<file path="src/rtl/norm_shift_pipe_if.sv">
// Stream bundle between the leading-one detector, the normalizer and the float-pack stage.
// The master side drives words in and accepts results; the slave side is the normalizer.
interface norm_shift_pipe_if #(
    parameter int EXP_W = 8
);
    logic             in_valid;
    logic             in_ready;
    logic [31:0]      in_data;
    logic [5:0]       in_pos;
    logic             out_valid;
    logic             out_ready;
    logic [31:0]      out_data;
    logic [EXP_W-1:0] out_exp;
    logic             out_zero;

    modport master (
        output in_valid, in_data, in_pos, out_ready,
        input  in_ready, out_valid, out_data, out_exp, out_zero
    );

    modport slave (
        input  in_valid, in_data, in_pos, out_ready,
        output in_ready, out_valid, out_data, out_exp, out_zero
    );
endinterface

</file>
<file path="src/rtl/norm_shift_pipe.sv">
// Two-stage normalizer: shifts a word so its leading one sits at bit 31, derives a biased
// exponent, flags zero words, and checks the detector's position against the data itself.
module norm_shift_pipe #(
    parameter int EXP_W    = 8,
    parameter int EXP_BIAS = 127,
    parameter int CNT_W    = 16
) (
    input  logic                   clk,
    input  logic                   rst_n,
    norm_shift_pipe_if.slave       bus,
    input  logic                   clr_stats,
    output logic                   err_pos,
    output logic [CNT_W-1:0]       cnt_words,
    output logic [CNT_W-1:0]       cnt_zero
);

    logic             s1_valid;
    logic [31:0]      s1_data;
    logic [5:0]       s1_pos;
    logic             s1_zero;
    logic             s1_bad;
    logic [4:0]       lead_idx;
    logic [31:0]      exp_full;

    logic             s2_valid;
    logic [31:0]      s2_data;
    logic [EXP_W-1:0] s2_exp;
    logic             s2_zero;

    logic             s2_adv;
    logic             s1_adv;
    logic             out_fire;

    assign s2_adv   = !s2_valid || bus.out_ready;
    assign s1_adv   = !s1_valid || s2_adv;
    assign out_fire = s2_valid && bus.out_ready;

    assign bus.in_ready  = s1_adv;
    assign bus.out_valid = s2_valid;
    assign bus.out_data  = s2_data;
    assign bus.out_exp   = s2_exp;
    assign bus.out_zero  = s2_zero;

    // A position is consistent only if shifting the leading-one bit down to bit 0 leaves exactly 1.
    always_comb begin
        s1_zero  = (s1_data == 32'd0);
        lead_idx = 5'd31 - s1_pos[4:0];
        s1_bad   = !s1_zero && (s1_pos[5] || ((s1_data >> lead_idx) != 32'd1));
        exp_full = 32'(EXP_BIAS) + 32'd31 - {26'd0, s1_pos};
    end

    always_ff @(posedge clk or negedge rst_n) begin
        if (!rst_n) begin
            s1_valid <= 1'b0;
            s1_data  <= 32'd0;
            s1_pos   <= 6'd0;
        end else if (s1_adv) begin
            s1_valid <= bus.in_valid;
            if (bus.in_valid) begin
                s1_data <= bus.in_data;
                s1_pos  <= bus.in_pos;
            end
        end
    end

    always_ff @(posedge clk or negedge rst_n) begin
        if (!rst_n) begin
            s2_valid <= 1'b0;
            s2_data  <= 32'd0;
            s2_exp   <= '0;
            s2_zero  <= 1'b0;
        end else if (s2_adv) begin
            s2_valid <= s1_valid;
            if (s1_valid) begin
                if (s1_zero) begin
                    s2_data <= 32'd0;
                    s2_exp  <= '0;
                    s2_zero <= 1'b1;
                end else if (s1_bad) begin
                    s2_data <= s1_data;
                    s2_exp  <= '0;
                    s2_zero <= 1'b0;
                end else begin
                    s2_data <= s1_data << s1_pos[4:0];
                    s2_exp  <= exp_full[EXP_W-1:0];
                    s2_zero <= 1'b0;
                end
            end
        end
    end

    // clr_stats wins over any same-cycle set or increment.
    always_ff @(posedge clk or negedge rst_n) begin
        if (!rst_n) begin
            err_pos   <= 1'b0;
            cnt_words <= '0;
            cnt_zero  <= '0;
        end else if (clr_stats) begin
            err_pos   <= 1'b0;
            cnt_words <= '0;
            cnt_zero  <= '0;
        end else begin
            if (s1_valid && s1_bad && s2_adv) begin
                err_pos <= 1'b1;
            end
            if (out_fire && (cnt_words != {CNT_W{1'b1}})) begin
                cnt_words <= cnt_words + 1'b1;
            end
            if (out_fire && s2_zero && (cnt_zero != {CNT_W{1'b1}})) begin
                cnt_zero <= cnt_zero + 1'b1;
            end
        end
    end

endmodule

</file>
<file path="src/flat_wrapper.sv">
// flat-port wrapper written by rule: the top's interface ports become plain ports
module norm_shift_pipe_flat 
#(
    parameter int EXP_W    = 8,
    parameter int EXP_BIAS = 127,
    parameter int CNT_W    = 16
)
  (clk, rst_n, clr_stats, err_pos, cnt_words, cnt_zero, bus_in_valid, bus_in_data, bus_in_pos, bus_out_ready, bus_in_ready, bus_out_valid, bus_out_data, bus_out_exp, bus_out_zero);
  norm_shift_pipe_if #(.EXP_W(EXP_W)) bus_i ();
  input  logic clk;
  input  logic rst_n;
  input  logic clr_stats;
  output logic err_pos;
  output logic [CNT_W-1:0] cnt_words;
  output logic [CNT_W-1:0] cnt_zero;
  input wire logic [$bits(bus_i.in_valid)-1:0] bus_in_valid;
  input wire logic [$bits(bus_i.in_data)-1:0] bus_in_data;
  input wire logic [$bits(bus_i.in_pos)-1:0] bus_in_pos;
  input wire logic [$bits(bus_i.out_ready)-1:0] bus_out_ready;
  output wire logic [$bits(bus_i.in_ready)-1:0] bus_in_ready;
  output wire logic [$bits(bus_i.out_valid)-1:0] bus_out_valid;
  output wire logic [$bits(bus_i.out_data)-1:0] bus_out_data;
  output wire logic [$bits(bus_i.out_exp)-1:0] bus_out_exp;
  output wire logic [$bits(bus_i.out_zero)-1:0] bus_out_zero;
  assign bus_i.in_valid = bus_in_valid;
  assign bus_i.in_data = bus_in_data;
  assign bus_i.in_pos = bus_in_pos;
  assign bus_i.out_ready = bus_out_ready;
  assign bus_in_ready = bus_i.in_ready;
  assign bus_out_valid = bus_i.out_valid;
  assign bus_out_data = bus_i.out_data;
  assign bus_out_exp = bus_i.out_exp;
  assign bus_out_zero = bus_i.out_zero;
  norm_shift_pipe #(.EXP_W(EXP_W), .EXP_BIAS(EXP_BIAS), .CNT_W(CNT_W)) u_core (.clk(clk), .rst_n(rst_n), .bus(bus_i), .clr_stats(clr_stats), .err_pos(err_pos), .cnt_words(cnt_words), .cnt_zero(cnt_zero));
endmodule
</file>
<file path="config.mk">
export PLATFORM = sky130hd
export DESIGN_NAME = norm_shift_pipe_flat
export DESIGN_NICKNAME = d
export VERILOG_FILES = /design/src/rtl/norm_shift_pipe_if.sv /design/src/rtl/norm_shift_pipe.sv /design/src/flat_wrapper.sv
export SDC_FILE = /design/constraint.sdc
export NUM_CORES = 1
export LEC_CHECK = 0
export CORE_ASPECT_RATIO = 0.9
export CORE_MARGIN = 2
export CORE_UTILIZATION = 30
export DETAILED_ROUTE_END_ITERATION = 6
export SYNTH_ARGS = -nofsm -noshare
export SYNTH_HDL_FRONTEND = slang
export SYNTH_SLANG_ARGS = --single-unit
</file>
<file path="constraint.sdc">
create_clock -name clk -period 4.7 [get_ports clk]
set_clock_uncertainty 0.05 [all_clocks]
set_input_delay 0.47 -clock clk [delete_from_list [all_inputs] [get_ports clk]]
set_output_delay 0.47 -clock clk [all_outputs]
set_load 0.005 [all_outputs]
</file>
After elaboration in Yosys (flattened, before gate mapping)
Cells that the tools add are included.
{"block": "classes", "n_addsub": 4, "eq_ne": 3, "shift": 2, "mux": 11, "reduce_logical": 19}
{"operator": "$mux 16", "count": 4}
{"operator": "$mux 32", "count": 2}
{"operator": "$add 16x1->16 const B", "count": 2}
{"operator": "$logic_not 32->1", "count": 1}
{"operator": "$ne 16x16->1 const B", "count": 2}
{"operator": "$ne 32x1->1 const B", "count": 1}
{"operator": "$shl 32x5->32", "count": 1}
{"operator": "$shr 32x5->32", "count": 1}
{"operator": "$mux 8", "count": 2}
{"operator": "$sub 8x6->8 const A", "count": 1}
{"operator": "$logic_and 1x1->1", "count": 7}
{"operator": "$reduce_bool 2->1", "count": 3}
{"operator": "$sub 5x5->5 const A", "count": 1}
{"operator": "$reduce_and 2->1", "count": 2}
{"operator": "$logic_not 1->1", "count": 3}
{"operator": "$logic_or 1x1->1", "count": 3}
{"operator": "$mux 1", "count": 3}
{"block": "totals", "register_bits": 114, "inputBits": 43, "output_inout_bits": 76, "elab_cells": 49}

Logic depth before layout (Yosys ltp)
{"block": "logic_depth", "word_depth": 9, "ltp_mapped": 15, "depth_no_buf": 9}

Least setup slack after synthesis
OpenSTA, ideal clock, no wires.
{"block": "synth_path", "path_kind": "flip-flop to flip-flop", "start": "register u_core.s1_pos[1]", "end": "register u_core.s2_data[17] (netlist: u_core.bus.out_data[17])", "setup_time_ns": 0.126, "t_arrival_ns": 3.202, "t_required_ns": 4.524, "path_slack_ns": 1.322, "stages_incl_launch_ff": 13, "path_buffers": 4, "synth_period_minus_slack_ns": 3.378, "cell_sequence": "dfrtp_1 > buf_6 > clkbuf_1 > mux4_2 > mux2_2 > a2111oi_2 > nor4bb_1 > and4bb_1 > and4_1 > buf_4 > nor2_2 > buf_6 > a311o_1"}
{"block": "synth_via", "elab_chain_len": 7}
{"element": "from (decl)", "line": "norm_shift_pipe.sv:19", "source": "logic [5:0] s1_pos;"}
{"element": "from (signal assigned)", "line": "norm_shift_pipe.sv:61", "source": "s1_pos <= bus.in_pos;"}
{"element": "$sub 5x5->5", "line": "norm_shift_pipe.sv:47", "source": "lead_idx = 5'd31 - s1_pos[4:0];"}
{"element": "$shr 32x5->32", "line": "norm_shift_pipe.sv:48", "source": "s1_bad = !s1_zero && (s1_pos[5] || ((s1_data >> lead_idx) != 32'd1));"}
{"element": "$ne 32x1->1", "line": "norm_shift_pipe.sv:48"}
{"element": "$logic_or 1x1->1", "line": "norm_shift_pipe.sv:48"}
{"element": "$logic_and 1x1->1", "line": "norm_shift_pipe.sv:48"}
{"element": "$mux 32 (*)", "line": "norm_shift_pipe.sv:79", "source": "end else if (s1_bad) begin"}
{"element": "$mux 32 (*)", "line": "norm_shift_pipe.sv:75", "source": "if (s1_zero) begin"}
{"element": "to (signal assigned)", "line": "norm_shift_pipe.sv:80", "source": "s2_data <= s1_data;"}
{"element": "to (signal assigned)", "line": "norm_shift_pipe.sv:84", "source": "s2_data <= s1_data << s1_pos[4:0];"}
{"element": "to (decl)", "line": "norm_shift_pipe.sv:26", "source": "logic [31:0] s2_data;"}
Mark *: on every way between the ends. The rest lies on a longest branch, timed or not.
A chain may end at the register's enable or synchronous reset.

Worst setup path after layout
{"block": "layout_path", "start": "register u_core.s1_pos[0]", "end": "register u_core.s2_data[11] (netlist: u_core.bus.out_data[11])"}
Same word-level chain as after synthesis.

==> qor.yml <==
status: "finished clean"
diodes: 0
antenna_found_initial: 0
syn_area_um2: 7340
cts_buffers: 17
yosysMostFrequentCell: "dfrtp_1"
crit_chain: "buf_12, mux4_2, mux2_2, a2111oi_2, nor4bb_1, and4bb_1, and4_1, nor2_2, o311ai_0"
synthToLayoutAreaGrowth_pct: 28.6
num_vias: 6550
synth_edf_count: 0
gr-usage-all-layers: 0.191
r2r_slack_ns: 0.60
postCtsSetupBuffers: 0
wl_mm: 24.7
fmax_mhz: 244
reg2reg_depth: 9
drt-initial-drc-count: 652
nNetsFinal: 894
r2r_end: "u_core.bus.out_data[11]"
cp.arrival_ns: 4.34
final_area_um2: 9430
cp_max_fo: 31
finalCritPeriodShare: 0.873
r2r-start: "u_core.s1_pos[0]"
rsz0062_at_grt: "no"
criticalPathCategory: "register to register"
tns_ns: 0
avgSynthCellArea_um2: 9.81
fp.dieW_um: 169
leakagePower_nw: 3.68
grt_pass1_wl_mm: 37.9
fin_ws_ns: 0.598
dr.pass1.iters: 5
synth_commonest_cells: "114 x dfrtp_1, 73 x nand2_1, 67 x nor2_1"
max_cap_viol_count: 0
final_cells: 1169
rows: 54
synth_top_area_cell: "dfrtp_1"
core_um2: 24100
synth_nets: 794
p_seq_frac: 0.338
vias_per_cell: 5.60
drc: 0
die-area_um2: 25700
peakVddDrop_uv: 212
startpoint_type: "register"
worst_slew_pin_slew_ns: 1.11
max_slew_margin: 0.257
min_period_ns: 4.10
synth.top_cell.area_share: 0.389
root_buffer: "clkbuf_16"
cts_tree: "yes"
ys.flop_type: "dfrtp_1"
initial_core_util: 0.304
clk_path_buf_depth: 2
fill_cells: 2353
ant_nets: 0
place_inst: 1136
yosys_warnings: 0
cp-end-kind: "register"
clkTransAtPathRegs_ns: 0.06
grt_overflow: 0
io_buffer_count: 118
pwr-share-comb: 0.317
p_clk_frac: 0.346
min_path_type: "input pin to async pin"
report.final.hold_viol_count: 0
intPower_mw: 2.51
slowest_delay_ns: 0.67
place_ws_ns: 0.613
yosysSeqAreaShare: 0.389
ys_seq_elements: 114
post_drt_wl_per_cell_um: 21.1
synthCells: 748
h-tree-depth: 4
setup_violations: 0
insertion_delay_ns: 0.42
grt_max_degree: 69
net-switching-power_mw: 1.33
placed_area_um2: 8820
drv_slew: 0
async_flop_share: 1.00
clkSinkCount: 114
p_per_area_nw_per_um2: 407
synth_area_leaders: "dfrtp_1 39%, mux4_2 10%, mux2_2 7.5%, nand2_1 3.7%, nor2_1 3.4%"
swShare: 0.346
io_pins: 119
fin_hold_ws_ns: 0.342
required_ns: 4.94
fp.dieH_um: 152
first_global_vias: 6278
post-dp-hpwl_mm: 17.8
drive_gt1_frac: 0.175
cp_slowest_cell: "dfrtp_2"
synth.distinct_cells: 61
gp_congestion: 0.939
-- worst max-delay path: cells and delay by family, from the launching register on --
kind | cells | cell delay, ns
flops | 1 | 0.67
compound gates | 2 | 0.78
simple gates | 4 | 1.36
mux | 2 | 0.84
buf+inv | 1 | 0.27
-- final cells by class --
class	count	area (µm²)	share of cell area
clock buffers	19	453	0.0480
clock inverters	13	149	0.0158
inverters	13	48.8	0.00517
multi-input cells	554	4120	0.437
flip-flops and latches	114	2860	0.303
well taps	308	385	0.0409
repair buffers	148	1420	0.150
-- worst max-delay path by stage --
stage	start	endpoint	slack (ns)	cells past startpoint
after floorplan	u_core.s1_pos[1]	u_core.bus.out_data[17]	1.32	12
after global placement	u_core.s1_pos[0]	u_core.bus.out_data[17]	0.67	9
after CTS	u_core.s1_pos[0]	u_core.bus.out_data[11]	0.61	9
final	u_core.s1_pos[0]	u_core.bus.out_data[11]	0.60	9
after global routing	u_core.s1_pos[0]	u_core.bus.out_data[12]	0.32	9
after detailed placement	u_core.s1_pos[0]	u_core.bus.out_data[11]	0.61	9
-- logic make-up after synthesis --
family                     after synthesis  share of synthesized area
AOI/OAI and AO/OA                      150                      0.143
DFF                                    114                      0.389
muxes                                   99                      0.200
xor gates and xnor gates                27                     0.0322
and+or+nand+nor                        275                      0.182
adders and majority gates                3                    0.00512
buffers and inverters                   80                     0.0491
-- sequential cells by signal, summed over array words and instances (netlist names) --
signal,count
u_core.bus.out_data,32
u_core.s1_data,32
u_core.cnt_words,16
u_core.cnt_zero,16
u_core.bus.out_exp,8
u_core.s1_pos,6
u_core.bus.out_valid,1
u_core.bus.out_zero,1
u_core.err_pos,1
u_core.s1_valid,1
-- per-stage QoR --
stage                      util  power, mW
after global routing      0.391       4.02
after global placement    0.366       2.51
after CTS                 0.391       3.85
after floorplan               -       1.99
after detailed placement  0.366       2.51
final                     0.391       3.84
-- power groups by stage --
stage | combinational (mW) | clock [mW] | sequential [mW]
after floorplan | 0.787 | 0 | 1.20
after global placement | 1.20 | 0 | 1.31
after detailed placement | 1.20 | 0 | 1.31
after CTS | 1.20 | 1.35 | 1.29
after global routing | 1.31 | 1.40 | 1.31
final | 1.22 | 1.33 | 1.30
-- layer usage --
metal,share of wire,vias up,global-route usage
met4,0.013,0,0.0517
met1,0.46,3218,0.287
met5,0,-,0
li1,-,3004,-
met3,0.090,20,0.0504
met2,0.43,308,0.268
-- cell usage in the layout, fill, tap and decap left out, types with 18 or more instances in the layout --
cell type	synthesis	layout
mux4_2	33	33
o21ai_0	25	25
clkdlybuf4s50_1	0	117
nand3_1	26	26
buf_4	4	29
and2_1	18	18
dfrtp_1	114	112
a21oi_1	36	36
mux2_2	49	49
nand2_1	73	73
nor2_1	67	67
nand4_1	28	28
-- timing repair --
item                                    CTS  global route
endpoints found under the setup margin    0             0
hold buffers                              1             0
gates resized for setup                   0             0
hold endpoints to repair                  4             0
Power figures use the tool's default switching activity.
